[src/rtl/regfile_dump.sv]
// -----------------------------------------------------------------------------
// regfile_dump
//
// Architectural GPR bank for the URCPU datapath. It has one synchronous write
// port, two combinational read ports with write-through bypass, and a debug
// dump reader that streams every register out over a valid/ready handshake.
// Register 0 is hardwired to zero on every read path, including the dump.
//
// Ports:
//   clk        rising-edge clock
//   rst        synchronous active-high reset
//   WE         write enable
//   waddr      write address
//   wdata      write data
//   raddr_a    read port A address    -> rdata_a (combinational)
//   raddr_b    read port B address    -> rdata_b (combinational)
//   dump_req   start a full dump (sampled only while idle)
//   dump_valid dump beat presented
//   dump_ready consumer accepts the current beat
//   dump_idx   register index of the current beat
//   dump_data  captured contents of register dump_idx
//   dump_busy  high while a dump is in progress
// -----------------------------------------------------------------------------
module regfile_dump #(
    parameter int WIDTH  = 8,
    parameter int DEPTH  = 8,
    parameter int ADDR_W = 3
) (
    input  logic              clk,
    input  logic              rst,
    input  logic              WE,
    input  logic [ADDR_W-1:0] waddr,
    input  logic [WIDTH-1:0]  wdata,
    input  logic [ADDR_W-1:0] raddr_a,
    output logic [WIDTH-1:0]  rdata_a,
    input  logic [ADDR_W-1:0] raddr_b,
    output logic [WIDTH-1:0]  rdata_b,
    input  logic              dump_req,
    output logic              dump_valid,
    input  logic              dump_ready,
    output logic [ADDR_W-1:0] dump_idx,
    output logic [WIDTH-1:0]  dump_data,
    output logic              dump_busy
);

    typedef enum logic {
        IDLE = 1'b0,
        SEND = 1'b1
    } state_t;

    state_t            state;
    state_t            state_next;
    logic [WIDTH-1:0]  regs [DEPTH];
    logic [ADDR_W-1:0] idx;
    logic [ADDR_W-1:0] idx_next;
    logic [ADDR_W-1:0] idx_inc;
    logic [WIDTH-1:0]  hold;
    logic [WIDTH-1:0]  hold_next;

    // Shared read rule for both read ports and the dump capture: r0 is zero,
    // a write presented this cycle to the same address is forwarded, else the
    // stored word is returned.
    function automatic logic [WIDTH-1:0] read_word(
        input logic [ADDR_W-1:0] addr,
        input logic [WIDTH-1:0]  stored,
        input logic              we,
        input logic [ADDR_W-1:0] wa,
        input logic [WIDTH-1:0]  wd
    );
        if (addr == '0)
            return '0;
        if (we && (wa == addr))
            return wd;
        return stored;
    endfunction

    assign rdata_a = read_word(raddr_a, regs[raddr_a], WE, waddr, wdata);
    assign rdata_b = read_word(raddr_b, regs[raddr_b], WE, waddr, wdata);

    assign idx_inc = idx + ADDR_W'(1);

    always_ff @(posedge clk) begin
        if (rst) begin
            for (int i = 0; i < DEPTH; i++)
                regs[i] <= '0;
            state <= IDLE;
            idx   <= '0;
            hold  <= '0;
        end else begin
            // Writes to r0 are dropped so the storage word stays zero too.
            if (WE && (waddr != '0))
                regs[waddr] <= wdata;
            state <= state_next;
            idx   <= idx_next;
            hold  <= hold_next;
        end
    end

    always_comb begin
        state_next = state;
        idx_next   = idx;
        hold_next  = hold;
        dump_valid = 1'b0;
        dump_busy  = 1'b0;
        unique case (state)
            IDLE: begin
                if (dump_req) begin
                    state_next = SEND;
                    idx_next   = '0;
                    hold_next  = '0;
                end
            end
            SEND: begin
                dump_valid = 1'b1;
                dump_busy  = 1'b1;
                if (dump_ready) begin
                    if (idx == ADDR_W'(DEPTH - 1)) begin
                        state_next = IDLE;
                        idx_next   = '0;
                    end else begin
                        // Capture the next word now, honouring a same-cycle
                        // write, so the beat is frozen until it is accepted.
                        idx_next  = idx_inc;
                        hold_next = read_word(idx_inc, regs[idx_inc], WE, waddr, wdata);
                    end
                end
            end
            default: begin
                state_next = IDLE;
            end
        endcase
    end

    assign dump_idx  = idx;
    assign dump_data = hold;

endmodule

[config.mk]
export PLATFORM = sky130hd
export DESIGN_NAME = regfile_dump
export DESIGN_NICKNAME = d
export VERILOG_FILES = /design/src/rtl/regfile_dump.sv
export SDC_FILE = /design/constraint.sdc
export NUM_CORES = 1
export LEC_CHECK = 0
export CORE_UTILIZATION = 40
export DETAILED_ROUTE_END_ITERATION = 8
export MAX_ROUTING_LAYER = met4
export SLEW_MARGIN = 20
export SYNTH_ARGS = -nofsm -noshare
export SYNTH_HDL_FRONTEND = slang
export SYNTH_SLANG_ARGS = --single-unit
[constraint.sdc]
create_clock -name clk -period 1.9 [get_ports clk]
set_clock_uncertainty 0.05 [all_clocks]
set_input_delay 0.475 -clock clk [delete_from_list [all_inputs] [get_ports clk]]
set_output_delay 0.475 -clock clk [all_outputs]
set_load 0.01 [all_outputs]
==> impl_metrics.env <==
export IMPL_clock_path_buffers=2
export IMPL_timing_final_ws_setup_ps=-482
export IMPL_layout_commonest_cell="buf_4"
export IMPL_reg2regPathDepth=6
export IMPL_syn_area_um2=4770
export IMPL_initial_core_util_pct=41.4
export IMPL_crit_path_end_kind="output port"
export IMPL_antennaDiodeCount=0
export IMPL_port_buffers=50
export IMPL_firstDrtPassIters=7
export IMPL_min_path_type="flop to flop"
export IMPL_path_max_fanout=2
export IMPL_synthArstFlopShare_pct=0
export IMPL_postRouteAntennaNets=0
export IMPL_hold_viol_final=0
export IMPL_grt_start_max_net_pins=26
export IMPL_final_cell_mix="88 x buf_4, 64 x edfxtp_1, 48 x nor3_1"
export IMPL_maxSlewHeadroom_pct=38.9
export IMPL_finalCriticalPeriod_ps=2380
export IMPL_overflow=0
export IMPL_rows=39
export IMPL_outcome="finished with violations"
export IMPL_numCtsBuffers=9
export IMPL_clock_sinks=76
export IMPL_clockRootBuffer="clkbuf_16"
export IMPL_maxCapViolCount=0
export IMPL_postLayoutCoreUtil_pct=60.0
export IMPL_power_density_nw_per_um2=689
export IMPL_insertion_delay_ps=340
export IMPL_die_y_um=111
export IMPL_dieWidth_um=111
export IMPL_synth_seq_cells=76
export IMPL_detail_route_wl_per_cell_um=22.8
export IMPL_vias_per_cell=5.91
export IMPL_arrival_ps=1860
export IMPL_synth_area_per_cell_um2=12.5
export IMPL_grt_pass1_vias=4088
export IMPL_antenna_found_initial=0
export IMPL_ir_worst_vdd_mv=0.583
export IMPL_syn_to_final_growth_pct=44.8
export IMPL_p_leak_uw=0.00252
export IMPL_drt_initial_drc_count=454
export IMPL_num_vias=4006
export IMPL_drt_wl_total_um=15500
export IMPL_nets=555
export IMPL_rsz0062_at_grt="yes"
export IMPL_whs_path_depth=2
export IMPL_cts_tree="yes"
export IMPL_drive_gt1_share_pct=45.0
export IMPL_fmax_mhz=420
export IMPL_start_kind="flop"
export IMPL_drv_slew=0
export IMPL_drc=6
export IMPL_path_clk_slew_ps=60
export IMPL_synthFlopType="edfxtp_1"
export IMPL_hpwl_um=11100
export IMPL_seq_area_frac_synth_pct=45.3
export IMPL_finalSetupViolCount=16
export IMPL_total_power_uw=4760
export IMPL_ioPinCount=51
export IMPL_coreArea_um2=11500
export IMPL_max_slew_worst_pin_slew_ps=912
export IMPL_grt_pass1_wl_um=23700
export IMPL_synth_edff_count=64
export IMPL_cp_required_ps=1370
export IMPL_fin_crit_sh_pct=125
export IMPL_synthCells=382
export IMPL_ys_warn_count=0
export IMPL_grt_usage_pct=27.0
export IMPL_die_area_um2=12400
export IMPL_violations="design-rule violations, negative setup slack"
export IMPL_post_synth_num_cell_types=41
export IMPL_htree_levels=3
export IMPL_path_class="flop to output port"
export IMPL_gp_congestion=0.941
## metrics by stage
step	hold slack, ps	area (µm²)	setup WS (ps)	cells	TNS [ps]
final	423	6910	-482	678	-6460
after global routing	456	6910	-523	678	-7140
after CTS	425	6820	-446	676	-6450
after detailed placement	408	6080	-1230	634	-47660
after global placement	412	6080	-1200	634	-48100
after floorplan	451	4870	-156	389	-2020
## synth_stat cells, drive strengths merged (2+ instances only)
| master | n | area, µm² |
|---|---|---|
| ha | 3 | 37.5 |
| buf | 30 | 226 |
| mux2i | 49 | 490 |
| nor4 | 8 | 50.1 |
| nand4 | 4 | 31.3 |
| inv | 10 | 37.5 |
| o22ai | 16 | 100 |
| nor2 | 26 | 97.6 |
| clkbuf | 7 | 26.3 |
| a211oi | 16 | 120 |
| o21ai | 6 | 30.0 |
| xnor2 | 8 | 70.1 |
| mux4 | 32 | 743 |
| o211ai | 2 | 15.0 |
| dfxtp | 12 | 240 |
| edfxtp | 64 | 1920 |
| nand2b | 5 | 33.8 |
| nor3 | 50 | 250 |
| o221ai | 7 | 61.3 |
| a21oi | 2 | 10.0 |
| nand2 | 13 | 56.3 |
## worst max-delay path, cell delays in order, from the launching register on
cell      delay (ps)
edfxtp_1         480
buf_6            160
mux4_2           460
mux2i_1          150
a211oi_1          90
buf_2            180
## sequential cells by signal, summed over array words and instances, names as in the netlist
signal / count
state: 1
dump_idx: 3
regs: 64
dump_data: 8
## layout make-up
type                       instances  area, µm²
timing repair buffer             167       1640
clock buffer                      11        233
fill                             924       4610
tap                              143        179
clock inverter                     5       36.3
inverter                          11       41.3
multi-input combinational        265       2600
sequential                        76       2170
## path summary, 6_finish.rpt
| check | start | endpoint | slack, ps |
|---|---|---|---|
| setup / recovery | regs[7][7] | rdata_b[7] | -480 |
| hold / removal | dump_data[6] | dump_data[6] | 420 |
| setup reg to reg | dump_idx[0] | dump_data[3] | 70 |
| hold reg to reg | dump_data[6] | dump_data[6] | 420 |
## logic make-up after synthesis
kind of cell / Yosys count / synth area share, %
simple gates: 110 / 11.6
mux: 81 / 25.9
flops: 76 / 45.3
compound gates: 54 / 8.53
buf+inv: 48 / 6.16
xor+xnor: 9 / 1.65
fa+ha+maj: 3 / 0.787
other cells: 1 / 0.0786
## per-layer routing
layer  global-route usage [%]  routed length [µm]  vias to the layer above
met5                        -                   0                        -
met3                     5.96                1090                       33
met1                     33.9                6330                     1998
li1                         -                   -                     1817
met2                     43.0                7670                      158
met4                     9.64                 399                        0
## power breakdown
part | internal [µW] | switching (µW) | leakage (µW) | total, µW
Sequential | 1910 | 109 | 0.000714 | 2020
Combinational | 629 | 523 | 0.00167 | 1150
Clock | 890 | 695 | 0.000130 | 1580
Total | 3430 | 1330 | 0.00252 | 4760
## what timing repair did
| item | 4_1_cts | 5_1_grt |
|---|---|---|
| cloned | 7 | 0 |
| resized for setup | 157 | 24 |
| setup endpoints to repair | 27 | 25 |
| hold buffers | 0 | 0 |
| buffers inserted | 19 | 3 |
| pin swaps | 24 | 15 |
(Power assumes the default switching activity.)
